==> config.mk <==
export PLATFORM = sky130hd
export DESIGN_NAME = mem_access_ctrl
export DESIGN_NICKNAME = d
export VERILOG_FILES = /design/src/rtl/mem_access_ctrl.sv
export SDC_FILE = /design/constraint.sdc
export NUM_CORES = 1
export LEC_CHECK = 0
export BUFFER_PORTS_ARGS = -buffer_cell sky130_fd_sc_hd__buf_2
export CAP_MARGIN = 10
export CORE_ASPECT_RATIO = 0.75
export CORE_MARGIN = 4
export CORE_UTILIZATION = 35
export CTS_CLUSTER_SIZE = 28
export DETAILED_ROUTE_END_ITERATION = 12
export PLACE_DENSITY = 0.66
export SLEW_MARGIN = 20
export SYNTH_ARGS = -nofsm -noshare
export SYNTH_HDL_FRONTEND = slang
export SYNTH_SLANG_ARGS = --single-unit
==> constraint.sdc <==
create_clock -name clk -period 4.4 [get_ports clk]
set_clock_uncertainty 0.2 [all_clocks]
set_input_delay 0.88 -clock clk [delete_from_list [all_inputs] [get_ports clk]]
set_output_delay 0.88 -clock clk [all_outputs]
set_load 0.01 [all_outputs]
==> src/rtl/mem_access_ctrl.sv <==
// Load/store sequencer: stalls the datapath, runs one word-aligned bus access, returns extended load data.
// Optional MISALIGN_TRAP_EN: misaligned half/word accesses raise err instead of being force-aligned.
module mem_access_ctrl #(
    parameter int unsigned ADDR_W      = 32,
    parameter int unsigned TIMEOUT_CYC = 255
) (
    input  logic              clk,
    input  logic              rst_n,
    input  logic              req_valid,
    input  logic              req_we,
    input  logic [2:0]        req_funct3,
    input  logic [ADDR_W-1:0] req_addr,
    input  logic [31:0]       req_wdata,
    output logic              stall,
    output logic              done,
    output logic              err,
    output logic [31:0]       rdata,
    output logic              bus_req,
    output logic              bus_we,
    output logic [ADDR_W-1:0] bus_addr,
    output logic [3:0]        bus_be,
    output logic [31:0]       bus_wdata,
    input  logic              bus_ack,
    input  logic [31:0]       bus_rdata
);

    typedef enum logic [1:0] {
        IDLE,
        BUS,
        FIN
    } state_t;

    localparam logic [7:0] TO_LAST = 8'(TIMEOUT_CYC - 1);

    state_t            state_q;
    logic [7:0]        cnt_q;
    logic [2:0]        funct3_q;
    logic [1:0]        off_q;
    logic              done_q;
    logic              err_q;
    logic [31:0]       rdata_q;
    logic              bus_req_q;
    logic              bus_we_q;
    logic [ADDR_W-1:0] bus_addr_q;
    logic [3:0]        bus_be_q;
    logic [31:0]       bus_wdata_q;

    logic              illegal_d;
    logic [1:0]        off_d;
    logic [3:0]        be_d;
    logic [31:0]       wdata_d;
    logic [ADDR_W-1:0] addr_d;
    logic [31:0]       shifted_d;
    logic [31:0]       load_d;

    // Request decode: legality, effective byte offset, lanes
    always_comb begin
        illegal_d = (req_funct3 == 3'b011) || (req_funct3 == 3'b110) ||
                    (req_funct3 == 3'b111) || (req_we && req_funct3[2]);
        off_d     = req_addr[1:0];
`ifdef MISALIGN_TRAP_EN
        if ((req_funct3[1:0] == 2'b01 && req_addr[0]) ||
            (req_funct3[1:0] == 2'b10 && req_addr[1:0] != 2'b00)) begin
            illegal_d = 1'b1;
        end
`else
        if (req_funct3[1:0] == 2'b01) begin
            off_d = {req_addr[1], 1'b0};
        end else if (req_funct3[1:0] == 2'b10) begin
            off_d = 2'b00;
        end
`endif
        addr_d = {req_addr[ADDR_W-1:2], 2'b00};
        case (req_funct3[1:0])
            2'b00: begin
                be_d    = 4'b0001 << off_d;
                wdata_d = {4{req_wdata[7:0]}};
            end
            2'b01: begin
                be_d    = 4'b0011 << off_d;
                wdata_d = {2{req_wdata[15:0]}};
            end
            default: begin
                be_d    = 4'b1111;
                wdata_d = req_wdata;
            end
        endcase
    end

    // Load extraction from the raw bus word using the captured offset and funct3
    always_comb begin
        shifted_d = bus_rdata >> {off_q, 3'b000};
        case (funct3_q)
            3'b000:  load_d = {{24{shifted_d[7]}}, shifted_d[7:0]};
            3'b100:  load_d = {24'h000000, shifted_d[7:0]};
            3'b001:  load_d = {{16{shifted_d[15]}}, shifted_d[15:0]};
            3'b101:  load_d = {16'h0000, shifted_d[15:0]};
            default: load_d = shifted_d;
        endcase
    end

    always_ff @(posedge clk) begin
        if (!rst_n) begin
            state_q     <= IDLE;
            cnt_q       <= '0;
            funct3_q    <= '0;
            off_q       <= '0;
            done_q      <= 1'b0;
            err_q       <= 1'b0;
            rdata_q     <= '0;
            bus_req_q   <= 1'b0;
            bus_we_q    <= 1'b0;
            bus_addr_q  <= '0;
            bus_be_q    <= '0;
            bus_wdata_q <= '0;
        end else begin
            done_q <= 1'b0;
            err_q  <= 1'b0;
            case (state_q)
                IDLE: begin
                    if (req_valid) begin
                        funct3_q <= req_funct3;
                        off_q    <= off_d;
                        cnt_q    <= '0;
                        if (illegal_d) begin
                            state_q <= FIN;
                            done_q  <= 1'b1;
                            err_q   <= 1'b1;
                        end else begin
                            state_q     <= BUS;
                            bus_req_q   <= 1'b1;
                            bus_we_q    <= req_we;
                            bus_addr_q  <= addr_d;
                            bus_be_q    <= be_d;
                            bus_wdata_q <= wdata_d;
                        end
                    end
                end
                BUS: begin
                    // Ack is checked before the timeout so a last-cycle ack still succeeds
                    if (bus_ack) begin
                        state_q   <= FIN;
                        bus_req_q <= 1'b0;
                        done_q    <= 1'b1;
                        if (!bus_we_q) begin
                            rdata_q <= load_d;
                        end
                    end else if (cnt_q == TO_LAST) begin
                        state_q   <= FIN;
                        bus_req_q <= 1'b0;
                        done_q    <= 1'b1;
                        err_q     <= 1'b1;
                    end else begin
                        cnt_q <= cnt_q + 8'd1;
                    end
                end
                FIN: begin
                    state_q <= IDLE;
                end
                default: begin
                    state_q <= IDLE;
                end
            endcase
        end
    end

    assign stall     = ((state_q == IDLE) && req_valid) || (state_q == BUS);
    assign done      = done_q;
    assign err       = err_q;
    assign rdata     = rdata_q;
    assign bus_req   = bus_req_q;
    assign bus_we    = bus_we_q;
    assign bus_addr  = bus_addr_q;
    assign bus_be    = bus_be_q;
    assign bus_wdata = bus_wdata_q;

endmodule

# Yosys cells after proc, flatten, opt, wreduce, memory -nomap -nowiden
# Cells that the tools add are included.
[op_classes] addsub=1 eq_ne=15 shifts=3 mux=26 bitwise_logic=2 reduce_logical=16
[op_table] cell="32-bit case mux with 4 select lines" n=1
[op_table] cell="32-bit case mux with 2 select lines" n=1
[op_table] cell="32-bit by 5-bit right shift with 32-bit output" n=1
[op_table] cell="8-bit two-way mux" n=3
[op_table] cell="8-bit case mux with 2 select lines" n=1
[op_table] cell="3-bit equality test, second input constant" n=4
[op_table] cell="2-bit two-way mux" n=6
[op_table] cell="1-bit two-way mux" n=9
[op_table] cell="8-bit by 1-bit adder with 8-bit output, second input constant" n=1
[op_table] cell="8-bit equality test, second input constant" n=1
[op_table] cell="2-bit inequality test, second input constant" n=4
[op_table] cell="4-bit case mux with 2 select lines" n=1
[op_table] cell="4-bit AND reduction" n=2
[op_table] cell="1-bit case mux with 2 select lines" n=3
[op_table] cell="3-bit AND reduction" n=2
[op_table] cell="2-bit by 1-bit equality test with 1-bit output, second input constant" n=2
[op_table] cell="2-bit zero test" n=2
[op_table] cell="1-bit logical OR" n=4
[op_table] cell="2-bit case mux with 2 select lines" n=1
[op_table] cell="2-bit AND reduction" n=2
[op_table] cell="1-bit by 2-bit << shifter with 4-bit output, first input constant" n=1
[op_table] cell="2-bit by 2-bit << shifter with 4-bit output, first input constant" n=1
[op_table] cell="3-bit by 1-bit equality test with 1-bit output, second input constant" n=1
[op_table] cell="3-bit by 2-bit equality test with 1-bit output, second input constant" n=1
[op_table] cell="6 further kinds" n=8
[totals] reg_bits=117 out_inout_bits=105 elab_cells=75

# Longest topological paths before layout
# Gate-level depths: netlist (run 1).
[depth] ltp_word=7 ltp_mapped=7 mapped_depth_nobuf=6

# Least setup slack after synthesis (run 1)
# OpenSTA, ideal clock, no wires.
[synth_path] kind="input to output" start="input port req_valid" end="output port stall" t_arrival_ns=1.356 slack_ns=1.964 stages=2 cell_sequence="or2_2 and2_1"
[synth_between] elab_chain_cells=2
[synth_rtl] element="start, declared" line_no="9" source="input logic req_valid,"
[synth_rtl] element="1-bit logical AND" line_no="167" source="assign stall = ((state_q == IDLE) && req_valid) || (state_q == BUS);"
[synth_rtl] element="1-bit logical OR" line_no="167"
[synth_rtl] element="end, declared" line_no="14" source="output logic stall,"
# No other way between the ends.

# Worst setup path in the final report (run 1)
# Ends and elaborated chain as after synthesis.

==> summary.md, run 1 <==
### Critical path
* 4 — worst-path maximum fanout
* input pin — element type at the critical path start
* or2_2 — Max stage delay cell, worst path
* bus_addr[13] — R2R Path End
* buf_2, or2_2, and2_1, buf_2 — CP cell instances
* 5 — number of cells on the worst reg-to-reg path
* 3.32 ns — required time at the worst-slack endpoint
* 1.99 ns — R2R setup slack
* output port — CP endpoint kind
* 0.31 ns — worst stage delay on the critical path
* buf_2 — library cell appearing most often on the critical path
* in -> out — Setup CP Type
* state_q[0] — beginning of the worst register-to-register path
* 1.60 ns — endpoint arrival time on the critical path

### Logic synthesis
* 0.500% — xor and xnor fraction of the mapped netlist area
* 0.477% — adder-cell share of the synthesized area
* 117 — #FFs+latches synth
* 0 — YS warnings
* 8.24 um^2 — synthesized area per cell
* 637 — synthesized instance count
* dfxtp_1 — commonest register cell after synthesis
* 44.6% — area share of the largest cell type after synthesis
* 18.7% — simple-gate portion of the synthesized area
* 21.2% — share of the synthesized area in compound gates (AO/OA/AOI/OAI)
* 8.82% — post-synthesis mux area share
* dfxtp_1 — area leader, netlist
* 0% — post-synthesis async set-or-reset flop share
* 0 — number of enable-type register cells in the synthesized netlist
* compound AO/OA/AOI/OAI gates — combinational family with the most area after synthesis
* 44.6% — sequential share of the synthesized area
* 5250 um^2 — Netlist Area Pre-Place
* dfxtp_1 (45%), nand2_1 (11%), a21oi_1 (8.8%) — Area contributors post-synth
* 48 — post-synth cell types

### Placed design
* 12.0 mm — Detailed Place HPWL
* 0.818 — RePlAce Congestion
* 1.39 ns — pre-CTS worst setup slack
* 206 — number of input and output port buffers inserted

### Clock tree
* 0 — hold buffers post-CTS
* yes — CTS tree
* 0.06 ns — clock-pin slew on the worst setup and hold paths
* 0 — number of setup buffers added after CTS
* 4 — number of H-tree branching levels
* 0 — post-cts resize count
* 0.40 ns — later-pin clock latency in the skew report
* 2 — maximum clock insertion buffer count
* clkbuf_16 — clock tree root buffer cell
* 17 — number of buffers created by CTS
* 117 — clock tree sinks

### Power
* 26.8% — switching portion of total power
* 39.0% — share of total power in sequential cells
* 0.795 mW — Sw Pwr
* 47.9% — Clk network pwr share
* 13.1% — combinational fraction of design power
* 2.17 mW — cell internal pwr
* 0.291 mV — peak ir drop on the vdd network
* 428 nW/um^2 — pwr dens
* 3.02 nW — leakage dissipation

### Finish
* 2620 um^2 — combined area of the multi-input logic cells
* 32.4% — fraction of final layout cells with drive strength greater than 1
* 2340 um^2 — sequential standard cell area
* 32.1% — area added between synthesis and finish
* 0 — Antenna Diode Count
* 1502 — Fill cells
* 928 — count of nets after finishing

### Route
* 16.4 mm — DRT Wirelength
* 15.8 um — Routed WL per cell
* 4 — first-pass iteration count of the detailed router
* 5094 — routed vias
* 0 — antenna viol nets, final
* 0 — DRC violations left
* 248 — number of DRC markers in iteration 0
* 4.93 — number of vias per cell after detailed routing

### Min path
* bus_wdata[0] — endpoint with the worst hold slack
* 2 — worst hold path stage count
* reg -> reg — kind of path behind the tightest hold check
* bus_wdata[0] — Worst Min Path Start

### Global route
* 0 — leftover overflow at the end of global routing
* 4879 — via count of the first global-routing pass
* 18.7% — overall track demand over capacity in global routing
* 25.3 mm — global-route wire length before repair
* 1 — number of antenna violations at the first check in global routing
* 85 — pin count of the biggest net entering global routing

### Timing
* 34.0% — worst relative slew slack
* 0 — total setup violations reported at the end of the flow
* 60.9% — Tcrit/Tclk final
* 2.68 ns — final critical delay including setup and external delays
* 0.989 ns — Worst Max-Slew Pin Slew
* 0.373 GHz — top achievable clock speed
* 0 ns — Fin Setup TNS
* 1.72 ns — Final WS setup
* 0 — Fin. Hold Viols
* 0 — final count of pins violating max slew
* false — RSZ-0062 raised after global routing

### Floorplan
* 209 — number of primary I/O pins
* 14600 um^2 — area of the core region
* 17000 um^2 — die area
* 36.0% — initial core utilization
* 114 um — die outline height
* 149 um — width of the die
* 38 — number of standard-cell rows in the floorplan

### Run
* 0 — Max-Cap Viols

### Status
* completed — run status

[worst max-delay path: cells and delay by family]
family | cells | cell delay, ns
buf+inv | 2 | 0.25
simple gates | 2 | 0.47
[final cells by class]
type                            instances  area share (%)
Timing Repair Buffer                  213            15.8
Clock buffer                           17            6.13
Tap cell                              200            3.61
Inverter                                7           0.379
Multi-Input combinational cell        466            37.7
Clock inverter                         14            2.58
Sequential cell                       117            33.8
[per-layer routing]
layer | share of wire [%] | track usage (%) | vias to the layer above
li1 | - | - | 2573
met3 | 9.4 | 7.32 | 10
met1 | 46 | 24.4 | 2331
met4 | 0.56 | 4.27 | 2
met2 | 44 | 29.5 | 178
met5 | 0.10 | 0 | -
[state kept, by name, summed over array words and instances, names as in the netlist]
name / cells
err: 1
bus_wdata: 32
bus_req: 1
cnt_q: 8
done: 1
bus_be: 4
state_q: 2
off_q: 2
bus_addr: 30
rdata: 32
funct3_q: 3
bus_we: 1
[kinds of logic after synthesis]
| kind of cell | count (synthesis) |
|---|---|
| adder cells (fa/ha/maj) | 2 |
| XOR/XNOR | 3 |
| AND/OR/NAND/NOR | 230 |
| AO/OA/AOI/OAI | 185 |
| multiplexers | 44 |
| flip-flops | 117 |
| buffers and inverters | 55 |
| other | 1 |
[layout by cell type (no fill, tap or decap), types with 4 or more instances in the layout]
cell	netlist	final
a311oi_2	8	8
clkbuf_16	0	17
nor2b_1	7	7
dfxtp_1	117	117
inv_1	6	6
nand2b_1	4	4
o2bb2ai_1	7	7
nand3_1	4	4
clkinv_4	0	4
o211ai_1	8	8
mux2i_1	35	35
o21ai_0	47	47
nor3_1	5	5
nor2_1	35	35
buf_2	8	206
mux2_2	8	8
a211oi_1	10	10
a21oi_1	92	92
nand2_1	157	157
buf_4	4	6
[through the flow]
step                total power, mW  instances  area [um^2]  util (%)  hold slack [ns]
finish                         2.97       1034         6940      47.5            0.250
global route                   3.10       1034         6940      47.5            0.273
CTS                            3.00       1034         6940      47.5            0.252
detailed placement             1.57       1003         6330      43.4            0.244
global placement               1.57       1003         6330      43.4            0.240
floorplan                      1.41        638         5250         -            0.264
[power groups by stage]
stage                     sequential, mW  combinational, mW  clock (mW)
after floorplan                     1.19              0.221           0
after global placement              1.18              0.388           0
after detailed placement            1.18              0.391           0
after CTS                           1.16              0.392        1.45
after global routing                1.16              0.432        1.51
final                               1.16              0.389        1.42
[worst max-delay path by stage]
stage	from	end	slack, ns
2_1_floorplan	req_valid	stall	1.96
4_1_cts	req_valid	stall	1.71
6_report	req_valid	stall	1.72
3_5_place_dp	req_valid	bus_addr[13]	1.39
5_1_grt	req_we	bus_addr[17]	1.61
3_3_place_gp	req_valid	bus_addr[22]	1.44
[cell usage after synthesis (all sizes together), types with 2 or more instances]
master,n
a211oi,10
a21oi,92
a311oi,8
and3,2
buf,21
clkbuf,27
dfxtp,117
ha,2
inv,7
mux2,8
mux2i,35
nand2,157
nand2b,4
nand3,5
nand4,2
nor2,35
nor2b,7
nor3,5
nor3b,2
o2111ai,2
o211ai,8
o21ai,50
o2bb2ai,7
o31ai,3
or2,3
or3,2
or4,3
xnor2,3
Note: power is estimated with default switching activity, not from simulation.
==> run 2, diff against run 1 <==
--- a/config.mk
+++ b/config.mk
@@ -12,7 +12,7 @@
 export CORE_UTILIZATION = 35
 export CTS_CLUSTER_SIZE = 28
 export DETAILED_ROUTE_END_ITERATION = 12
-export PLACE_DENSITY = 0.66
+export PLACE_DENSITY = 0.68
 export SLEW_MARGIN = 20
 export SYNTH_ARGS = -nofsm -noshare
 export SYNTH_HDL_FRONTEND = slang
==> constraint.sdc (replaced) <==
create_clock -name clk -period 2.2 [get_ports clk]
set_clock_uncertainty 0.2 [all_clocks]
set_input_delay 0.44 -clock clk [delete_from_list [all_inputs] [get_ports clk]]
set_output_delay 0.44 -clock clk [all_outputs]
set_load 0.01 [all_outputs]
==> summary.md, run 2 (synthesized netlist as in run 1, its figures left out) <==
### Clock tree
* 0 — post-cts resize count, unchanged
* 0.40 ns — later-pin clock latency in the skew report, about the same
* clkbuf_16 — clock tree root buffer cell
* 117 — clock tree sinks, unchanged
* 0 — number of setup buffers added after CTS, unchanged
* 2 — maximum clock insertion buffer count, unchanged
* 17 — number of buffers created by CTS, unchanged
* 0 — hold buffers post-CTS, unchanged
* 0.06 ns — clock-pin slew on the worst setup and hold paths, about the same
* yes — CTS tree
* 4 — number of H-tree branching levels, unchanged

### Route
* 15.1 um — Routed WL per cell, -4.7%
* 4.91 — number of vias per cell after detailed routing, -0.34%
* 219 — number of DRC markers in iteration 0, -12%
* 0 — DRC violations left, unchanged
* 4 — first-pass iteration count of the detailed router, unchanged
* 5160 — routed vias, +1.3%
* 15.9 mm — DRT Wirelength, -3.1%
* 0 — antenna viol nets, final, unchanged

### Timing
* 0.0957 ns — Final WS setup, -1.62 ns
* 0 — Fin. Hold Viols, unchanged
* 62.5% — worst relative slew slack, +29 points
* 0.475 GHz — top achievable clock speed
* 95.7% — Tcrit/Tclk final
* 0 — total setup violations reported at the end of the flow, unchanged
* 2.10 ns — final critical delay including setup and external delays
* 0.558 ns — Worst Max-Slew Pin Slew, -0.431 ns
* 0.0670 ns — Final Hold Slack, -0.183 ns
* 0 — final count of pins violating max slew, unchanged
* false — RSZ-0062 raised after global routing
* 0 ns — Fin Setup TNS, unchanged

### Placed design
* 1016 — number of cells after detailed placement, +1.3%
* 6470 um^2 — Post-DP Area, +2.1%
* 206 — number of input and output port buffers inserted, unchanged
* 0.840 — RePlAce Congestion, +2.7%
* 11.9 mm — Detailed Place HPWL, -0.91%
* 0.0998 ns — pre-CTS worst setup slack, -1.29 ns

### Min path
* in -> reg — kind of path behind the tightest hold check

### Power
* 27.3% — switching portion of total power, +0.46 points
* 13.7% — combinational fraction of design power, +0.6 points
* 0.468 mV — peak ir drop on the vdd network, +61%
* 3.09 nW — leakage dissipation, +2.6%
* 47.4% — Clk network pwr share, -0.5 points
* 5.93 mW — Pwr Total, +100%
* 4.31 mW — cell internal pwr, +98%
* 38.9% — share of total power in sequential cells, about the same
* 837 nW/um^2 — pwr dens, +96%
* 1.62 mW — Sw Pwr, +100%

### Critical path
* 0.39 ns — worst stage delay on the critical path, +0.08 ns
* 1.56 ns — required time at the worst-slack endpoint, -1.76 ns
* dfxtp_1 — Max stage delay cell, worst path
* 8 — worst-path maximum fanout, +4
* register — element type at the critical path start
* or2_2, and2_1, buf_2 — CP cell instances
* output port — CP endpoint kind
* reg -> out — Setup CP Type
* 1.46 ns — endpoint arrival time on the critical path, -0.14 ns

### Finish
* 941 — count of nets after finishing, +1.4%
* 34.8% — area added between synthesis and finish
* 1449 — Fill cells, -3.5%
* 33.5% — fraction of final layout cells with drive strength greater than 1, +1.1 points
* 48.5% — Core Util, Final, +0.98 points
* 7080 um^2 — final instance area, +2.1%
* buf_2 (206), nand2_1 (157), dfxtp_1 (117), a21oi_1 (92), o21ai_0 (47) — commonest non-fill, non-tap cells in the layout
* buf_2 — most frequent standard cell in the layout excluding fill and tap cells
* 1051 — final cell count without fillers, +1.6%

### Global route
* 54 — pin count of the biggest net entering global routing, -36%
* 18.2% — overall track demand over capacity in global routing, -0.52 points
* 4885 — via count of the first global-routing pass, +0.12%
* 0 — leftover overflow at the end of global routing, unchanged
* 3 — number of antenna violations at the first check in global routing, +2
* 24.9 mm — global-route wire length before repair, -1.5%

### Run
* 0 — Max-Cap Viols, unchanged

### Status
* completed — run status

### Floorplan
* 114 um — die outline height, unchanged
* 209 — number of primary I/O pins, unchanged
* 149 um — width of the die, unchanged
* 17000 um^2 — die area, unchanged
* 36.0% — initial core utilization, unchanged
* 38 — number of standard-cell rows in the floorplan, unchanged
* 14600 um^2 — area of the core region, unchanged

==> run 2: worst max-delay path, delay by kind of cell (launching register included) <==
kind                   cells  cell delay, ns
buffers and inverters      1            0.13
AND/OR/NAND/NOR            2            0.54
flip-flops                 1            0.39
==> run 2: cell type report <==
cell class	instances	area (um^2)	share of cell area, %
Clock buffer	18	439	6.20
Tap cell	200	250	3.53
Inverter	7	26.3	0.371
Timing Repair Buffer	226	1230	17.4
Multi-Input combinational cell	466	2620	37.0
Sequential cell	117	2340	33.1
Antenna cell	3	7.51	0.106
Clock inverter	14	165	2.33
==> run 2: power by group through the flow <==
stage	Sequential, mW	Clock (mW)	Combinational [mW]
floorplan	2.39	0	0.442
global placement	2.35	0	0.807
detailed placement	2.35	0	0.814
CTS	2.31	2.87	0.817
global route	2.32	2.96	0.901
finish	2.31	2.81	0.811
==> run 2: path summary, 6_finish.rpt <==
path,startpoint,to,slack [ns],cells past startpoint
max reg2reg,cnt_q[0],cnt_q[5],0.24,6
min,req_addr[23],bus_addr[23],0.07,3
min reg2reg,bus_addr[2],bus_addr[2],0.25,2
max,state_q[0],stall,0.1,3
==> run 2: routing by layer <==
metal	vias up	wire length (um)	GRT usage [%]
met1	2339	7060	23.0
met4	4	180	5.30
li1	2608	-	-
met3	18	1570	7.12
met5	-	26	0
met2	191	7030	29.0
